**src/rtl/reg_dump_pkg.sv**
```systemverilog
// Shared types and constants for the register-dump reader: FSM states,
// index width and the order of the CSR words appended after the GPRs.
package reg_dump_pkg;

  localparam int IDX_W     = 6;
  localparam int CSR_COUNT = 6;

  // Word order inside csr_in, word 0 in bits [31:0]
  localparam int CSR_MSTATUS = 0;
  localparam int CSR_MIE     = 1;
  localparam int CSR_MTVEC   = 2;
  localparam int CSR_MIP     = 3;
  localparam int CSR_MEPC    = 4;
  localparam int CSR_MCAUSE  = 5;

  typedef enum logic [1:0] {
    ST_IDLE,
    ST_SETTLE,
    ST_SEND,
    ST_DONE
  } state_e;

endpackage

```
**src/rtl/reg_dump_reader_if.sv**
```systemverilog
// Valid/ready stream carrying dumped words; master is the reader, slave the sink.
interface reg_dump_reader_if;
  import reg_dump_pkg::*;

  logic             out_valid;
  logic             out_ready;
  logic [31:0]      out_data;
  logic [IDX_W-1:0] out_idx;
  logic             out_last;

  modport master (output out_valid, output out_data, output out_idx, output out_last,
                  input  out_ready);
  modport slave  (input  out_valid, input  out_data, input  out_idx, input  out_last,
                  output out_ready);

endinterface

```
**src/rtl/reg_dump_reader.sv**
```systemverilog
// Walks the CPU debug read port x0..x(NUM_REGS-1) and streams each settled word out.
// Optional feature: define REG_DUMP_CSR_EN to append six CSR words from csr_in.
module reg_dump_reader
  import reg_dump_pkg::*;
#(
  parameter int NUM_REGS      = 32,
  parameter int SETTLE_CYCLES = 1
) (
  input  logic                       clk,
  input  logic                       rstn,
  input  logic                       start,
  output logic [4:0]                 reg_sel,
  input  logic [31:0]                reg_data,
`ifdef REG_DUMP_CSR_EN
  input  logic [CSR_COUNT*32-1:0]    csr_in,
`endif
  reg_dump_reader_if.master          out_if,
  output logic                       busy,
  output logic                       done
);

  localparam int CNT_W = $clog2(SETTLE_CYCLES + 1);
  localparam logic [CNT_W-1:0] CNT_LOAD = CNT_W'(SETTLE_CYCLES);
  localparam logic [CNT_W-1:0] CNT_ONE  = CNT_W'(1);
  localparam logic [IDX_W-1:0] NREGS_IDX = IDX_W'(NUM_REGS);
`ifdef REG_DUMP_CSR_EN
  localparam int LAST_INT = NUM_REGS + CSR_COUNT - 1;
`else
  localparam int LAST_INT = NUM_REGS - 1;
`endif
  localparam logic [IDX_W-1:0] LAST_IDX = IDX_W'(LAST_INT);

  state_e           state_q, state_d;
  logic [IDX_W-1:0] idx_q, idx_d;
  logic [4:0]       sel_q, sel_d;
  logic [CNT_W-1:0] cnt_q, cnt_d;
  logic             valid_q, valid_d;
  logic [31:0]      data_q, data_d;
  logic [IDX_W-1:0] oidx_q, oidx_d;
  logic             last_q, last_d;
  logic [IDX_W-1:0] idx_next;
  logic [31:0]      src_word;

  assign idx_next = idx_q + IDX_W'(1);

`ifdef REG_DUMP_CSR_EN
  // Padded to eight entries so any 3-bit offset lands on a defined word
  logic [31:0]      csr_word [8];
  logic [IDX_W-1:0] csr_off;

  for (genvar gi = 0; gi < 8; gi++) begin : g_csr_word
    if (gi < CSR_COUNT) begin : g_used
      assign csr_word[gi] = csr_in[gi*32 +: 32];
    end else begin : g_pad
      assign csr_word[gi] = '0;
    end
  end

  assign csr_off = idx_q - NREGS_IDX;

  always_comb begin
    src_word = reg_data;
    if (idx_q >= NREGS_IDX) src_word = csr_word[csr_off[2:0]];
  end
`else
  assign src_word = reg_data;
`endif

  always_comb begin
    state_d = state_q;
    idx_d   = idx_q;
    sel_d   = sel_q;
    cnt_d   = cnt_q;
    valid_d = valid_q;
    data_d  = data_q;
    oidx_d  = oidx_q;
    last_d  = last_q;
    case (state_q)
      ST_IDLE: begin
        if (start) begin
          idx_d   = '0;
          sel_d   = '0;
          cnt_d   = CNT_LOAD;
          state_d = ST_SETTLE;
        end
      end
      ST_SETTLE: begin
        if (cnt_q == CNT_ONE) begin
          data_d  = src_word;
          oidx_d  = idx_q;
          last_d  = (idx_q == LAST_IDX);
          valid_d = 1'b1;
          state_d = ST_SEND;
        end else begin
          cnt_d = cnt_q - CNT_ONE;
        end
      end
      ST_SEND: begin
        if (valid_q && out_if.out_ready) begin
          valid_d = 1'b0;
          if (last_q) begin
            state_d = ST_DONE;
          end else begin
            idx_d   = idx_next;
            // reg_sel parks on the last GPR while CSR words stream out
            if (idx_next < NREGS_IDX) sel_d = idx_next[4:0];
            cnt_d   = CNT_LOAD;
            state_d = ST_SETTLE;
          end
        end
      end
      ST_DONE: state_d = ST_IDLE;
      default: state_d = ST_IDLE;
    endcase
  end

  always_ff @(posedge clk) begin
    if (!rstn) begin
      state_q <= ST_IDLE;
      idx_q   <= '0;
      sel_q   <= '0;
      cnt_q   <= '0;
      valid_q <= 1'b0;
      data_q  <= '0;
      oidx_q  <= '0;
      last_q  <= 1'b0;
    end else begin
      state_q <= state_d;
      idx_q   <= idx_d;
      sel_q   <= sel_d;
      cnt_q   <= cnt_d;
      valid_q <= valid_d;
      data_q  <= data_d;
      oidx_q  <= oidx_d;
      last_q  <= last_d;
    end
  end

  assign reg_sel          = sel_q;
  assign out_if.out_valid = valid_q;
  assign out_if.out_data  = data_q;
  assign out_if.out_idx   = oidx_q;
  assign out_if.out_last  = last_q;
  assign busy             = (state_q != ST_IDLE);
  assign done             = (state_q == ST_DONE);

endmodule

```
**src/flat_wrapper.sv**
```systemverilog
// flat-port wrapper written by rule: the top's interface ports become plain ports
module reg_dump_reader_flat import reg_dump_pkg::*;
#(
  parameter int NUM_REGS      = 32,
  parameter int SETTLE_CYCLES = 1
)
  (clk, rstn, start, reg_sel, reg_data, busy, done, out_if_out_valid, out_if_out_data, out_if_out_idx, out_if_out_last, out_if_out_ready);
  reg_dump_reader_if out_if_i ();
  input  logic clk;
  input  logic rstn;
  input  logic start;
  output logic [4:0] reg_sel;
  input  logic [31:0] reg_data;
  output logic busy;
  output logic done;
  output wire logic [$bits(out_if_i.out_valid)-1:0] out_if_out_valid;
  output wire logic [$bits(out_if_i.out_data)-1:0] out_if_out_data;
  output wire logic [$bits(out_if_i.out_idx)-1:0] out_if_out_idx;
  output wire logic [$bits(out_if_i.out_last)-1:0] out_if_out_last;
  input wire logic [$bits(out_if_i.out_ready)-1:0] out_if_out_ready;
  assign out_if_out_valid = out_if_i.out_valid;
  assign out_if_out_data = out_if_i.out_data;
  assign out_if_out_idx = out_if_i.out_idx;
  assign out_if_out_last = out_if_i.out_last;
  assign out_if_i.out_ready = out_if_out_ready;
  reg_dump_reader #(.NUM_REGS(NUM_REGS), .SETTLE_CYCLES(SETTLE_CYCLES)) u_core (.clk(clk), .rstn(rstn), .start(start), .reg_sel(reg_sel), .reg_data(reg_data), .out_if(out_if_i), .busy(busy), .done(done));
endmodule
```
**config.mk**
```make
export PLATFORM = sky130hd
export DESIGN_NAME = reg_dump_reader_flat
export DESIGN_NICKNAME = d
export VERILOG_FILES = /design/src/rtl/reg_dump_pkg.sv /design/src/rtl/reg_dump_reader_if.sv /design/src/rtl/reg_dump_reader.sv /design/src/flat_wrapper.sv
export SDC_FILE = /design/constraint.sdc
export NUM_CORES = 1
export LEC_CHECK = 0
export BUFFER_PORTS_ARGS = -buffer_cell sky130_fd_sc_hd__buf_2
export CORE_MARGIN = 4
export CORE_UTILIZATION = 52
export DETAILED_ROUTE_END_ITERATION = 12
export GPL_ROUTABILITY_DRIVEN = 0
export PLACE_DENSITY = 0.84
export SLEW_MARGIN = 20
export SYNTH_ARGS = -nofsm -noshare
export SYNTH_HDL_FRONTEND = slang
export SYNTH_SLANG_ARGS = --single-unit
```
**constraint.sdc**
```tcl
create_clock -name clk -period 4.67 [get_ports clk]
set_input_delay 0.934 -clock clk [delete_from_list [all_inputs] [get_ports clk]]
set_output_delay 0.934 -clock clk [all_outputs]
set_load 0.01 [all_outputs]
```
* Word level (Yosys, flattened, before mapping)
Index checks and enable logic that the tools add are counted.
** Storage, ports and cells
- Register bits :: 54
- Output and inout port bits :: 47
- Word-level logic and storage cells :: 54
** Operators by class
- Equality and inequality tests :: 9
- Magnitude comparators :: 1
- Multiplexer cells :: 22
- Add/sub/neg operators :: 2
- Reductions and logical operators :: 12
** Operators by type and width (count)
- 2-to-1 mux 5 bit :: 4
- 2-to-1 mux 6 bit :: 3
- case mux 6 bit (2 select lines) :: 1
- case mux 5 bit (2 select lines) :: 1
- 2-to-1 mux 2 bit :: 4
- case mux 2 bit (4 select lines) :: 1
- AND reduction 4 bit :: 2
- adder 6 x 1 -> 6 bit (second input constant) :: 1
- equality test 6 x 5 -> 1 bit (second input constant) :: 1
- less-than comparator 6 bit (second input constant) :: 1
- 2-to-1 mux 1 bit :: 6
- inequality test 2 x 1 -> 1 bit (second input constant) :: 3
- AND reduction 3 bit :: 2
- nonzero test 2 bit :: 3
- AND reduction 5 bit :: 1
- equality test 2 bit (second input constant) :: 2
- inequality test 2 bit (second input constant) :: 2
- case mux 1 bit (3 select lines) :: 1
- nonzero test 3 bit :: 1
- equality test 2 x 1 -> 1 bit (second input constant) :: 1
- logical NOT 2 bit :: 1
- case mux 1 bit (2 select lines) :: 1
- AND reduction 2 bit :: 1
- logical AND 1 bit :: 1
- subtractor 1 bit (second input constant) :: 1

* Logic depth before layout (Yosys ltp)
- Depth in word-level cells :: 6
- Gate-level depth with buffers :: 6
- Gate-level depth less buffers :: 5

* Least setup slack after synthesis
Ideal clock, no wire load.
- Kind :: input-to-reg
- Start point :: input rstn
- End point :: register u_core.cnt_q
- Stages :: 5
- Setup slack :: 2.670 ns
- Data arrival time :: 1.868 ns
- Data required time :: 4.538 ns
- Path through :: clkbuf_1 inv_1 clkbuf_1 clkbuf_1 a21oi_1
** RTL lines
- from (decl) :: RTL line flat_wrapper.sv:10 : input logic rstn;
- to (signal assigned) :: RTL line reg_dump_reader.sv:131 : cnt_q <= cnt_d;
- to (decl) :: RTL line reg_dump_reader.sv:36 : logic [CNT_W-1:0] cnt_q, cnt_d;
No word-level cell between the ends.

==> flow_summary.ini <==
[cts]
clk_pin_slew_worst_paths_ps = 80
cts-resized-gates = 0
tritoncts = yes
ctsHoldBuffers = 0
cts-root-buf = clkbuf_8
cts.htree.levels = 2
numCtsBuffers = 5
post_cts_buffers = 0
clock-sinks = 54
insertion_delay_ps = 300
clockBufferDepth = 2

[yosys]
ys_seq_elements = 54
synthFlopType = dfxtp_1
synth-compound-area-share_pct = 17.6
synthAdderAreaFrac_pct = 0.576
synthArstFlopShare_pct = 0
ys_warn_count = 0
yosysUniqueCellTypes = 36
synth-simple-area-share_pct = 26.3
synth_fp_nets = 314
synth_top_family_by_area = simple AND/OR/NAND/NOR gates
yosysSeqAreaShare_pct = 49.8
synthMuxAreaShare_pct = 0
synth_xor_area_share_pct = 1.21
synth_area_per_cell_um2 = 7.84
synth_cells = 277
synth_area_mm2 = 0.00217
synth_enable_flop_cells = 0

[run_status]
status = finished clean

[setup_path]
cp_max_fo = 30
reg2regPathDepth = 4
critPathLaunchType = primary input
crit_type = in -> reg
arrival_ps = 2310
end_kind = flip-flop
worst_ep_required_time_ps = 4860

[routing]
first_pass_iters = 4
m1WireLength_mm = 2.12
routed_wirelength_mm = 4.89
detail-route-antenna-nets = 0
dr_wl_met3_um = 453
drcViolationCount = 0
drt_iter0_drc = 106
dr_wl_met2_mm = 2.27
vias = 2072
top_layer = met4
wl_per_cell_um = 12.2
post_drt_via_cell_ratio = 5.18

[placed_design]
io_buffers = 82
dp_hpwl_mm = 3.41
place_area_mm2 = 0.00260

[floorplan]
die_y_um = 72.6
start_util_pct = 53.9
die_width_um = 72.6
die_area_mm2 = 0.00528
ios = 83
num_rows = 23
core_area_mm2 = 0.00403

[grt]
grt_max_degree = 41
gr-total-overflow = 0
grt_pass1_vias = 1914
grt_pass1_wl_mm = 8.20
grtUsageTotal_pct = 19.2
antenna_found_initial = 0

[power_and_ir_drop]
power_density_mw_per_mm2 = 303
max-vdd-ir-drop_v = 0.000224
leakagePower_uw = 0.00116

[cells_and_area]
multi_input_area_um2 = 995
fin_area_mm2 = 0.00268
fillers = 337
area_growth_pct = 23.2
final_cell_mix = nand2_1, buf_2, dfxtp_1
layout_commonest_cell = nand2_1
final_util_pct = 66.4
drive_above_1_share_pct = 29.1
seq_area_mm2 = 0.00108
diodes = 0
num-nets-final = 387

[timing]
hold_violations = 0
post-route-period-util_pct = 45.4
worst_pin_slew_ps = 684
finalSetupTns_ps = 0
max_freq_mhz = 472
rsz0062_at_grt = no
clock_skew_ps = 5.91
final.min_clock_period_ps = 2120
slew_headroom_pct = 53.9
drv_slew = 0
setup_viol = 0

[worst_hold_path]
min_path_cells = 2
worstHoldPathType = reg -> reg

[job]
cap_violations = 0
-- stage by stage --
step / power [uW] / cells / setup WS, ps / hold slack (ps)
6_report: 811 / 400 / 2550 / 454
5_1_grt: 854 / 400 / 2450 / 473
4_1_cts: 822 / 400 / 2530 / 456
3_5_place_dp: 581 / 393 / 2230 / 444
3_3_place_gp: 579 / 393 / 2280 / 439
2_1_floorplan: 544 / 277 / 2670 / 481
-- power breakdown --
part | internal (uW) | switching [uW] | total [uW]
Clock | 101 | 140 | 241
Sequential | 474 | 9.80 | 483
Combinational | 35.0 | 51.1 | 86.1
Total | 610 | 201 | 811
-- area by class of cell --
class / count / area share (%)
clock inverter: 2 / 0.374
clock buffer: 5 / 2.57
timing repair buffer: 85 / 16.2
multi-input combinational: 197 / 37.2
tap: 50 / 2.34
inverter: 7 / 0.982
sequential: 54 / 40.4
-- Yosys cell counts, drive strengths merged, types with 3 or more instances --
| cell | instances | share of area [%] |
|---|---|---|
| inv | 7 | 1.2 |
| nand4 | 4 | 1.2 |
| o21ai | 3 | 0.69 |
| a21oi | 49 | 11 |
| nand2 | 85 | 15 |
| dfxtp | 54 | 50 |
| nor2 | 13 | 2.2 |
| nand2b | 4 | 1.2 |
| clkbuf | 18 | 3.1 |
| nand3 | 8 | 2.1 |
| o211ai | 5 | 2.6 |
-- logic make-up after synthesis --
kind of cell / after synthesis
and+or+nand+nor: 129
AOI/OAI and AO/OA: 64
DFF: 54
buffers and inverters: 26
xor gates and xnor gates: 3
adders and majority gates: 1
-- worst max-delay path, stage by stage --
cell      delay (ps)
buf_2            150
inv_1            510
buf_4            430
a211o_4          190
o211ai_2          70
-- layer usage --
metal / GRT usage [%] / vias to the layer above
met5: 0 / -
met4: 6.76 / 0
met3: 6.34 / 5
met2: 30.8 / 70
met1: 24.3 / 931
li1: - / 1066
-- final timing paths --
check	endpoint	startpoint	slack, ps
setup reg to reg	u_core.idx_q[5]	u_core.state_q[1]	2770
hold / removal	u_core.out_if.out_data[20]	u_core.out_if.out_data[20]	450
setup / recovery	u_core.reg_sel[4]	rstn	2550
hold reg to reg	u_core.out_if.out_data[20]	u_core.out_if.out_data[20]	450
-- sequential cells by signal, indices dropped and copies added (netlist names) --
signal                   count
u_core.out_if.out_data      32
u_core.cnt_q                 1
u_core.out_if.out_last       1
u_core.state_q               2
u_core.reg_sel               5
u_core.out_if.out_idx        6
u_core.idx_q                 6
u_core.out_if.out_valid      1
No activity file was read; power rests on OpenSTA's default activity.
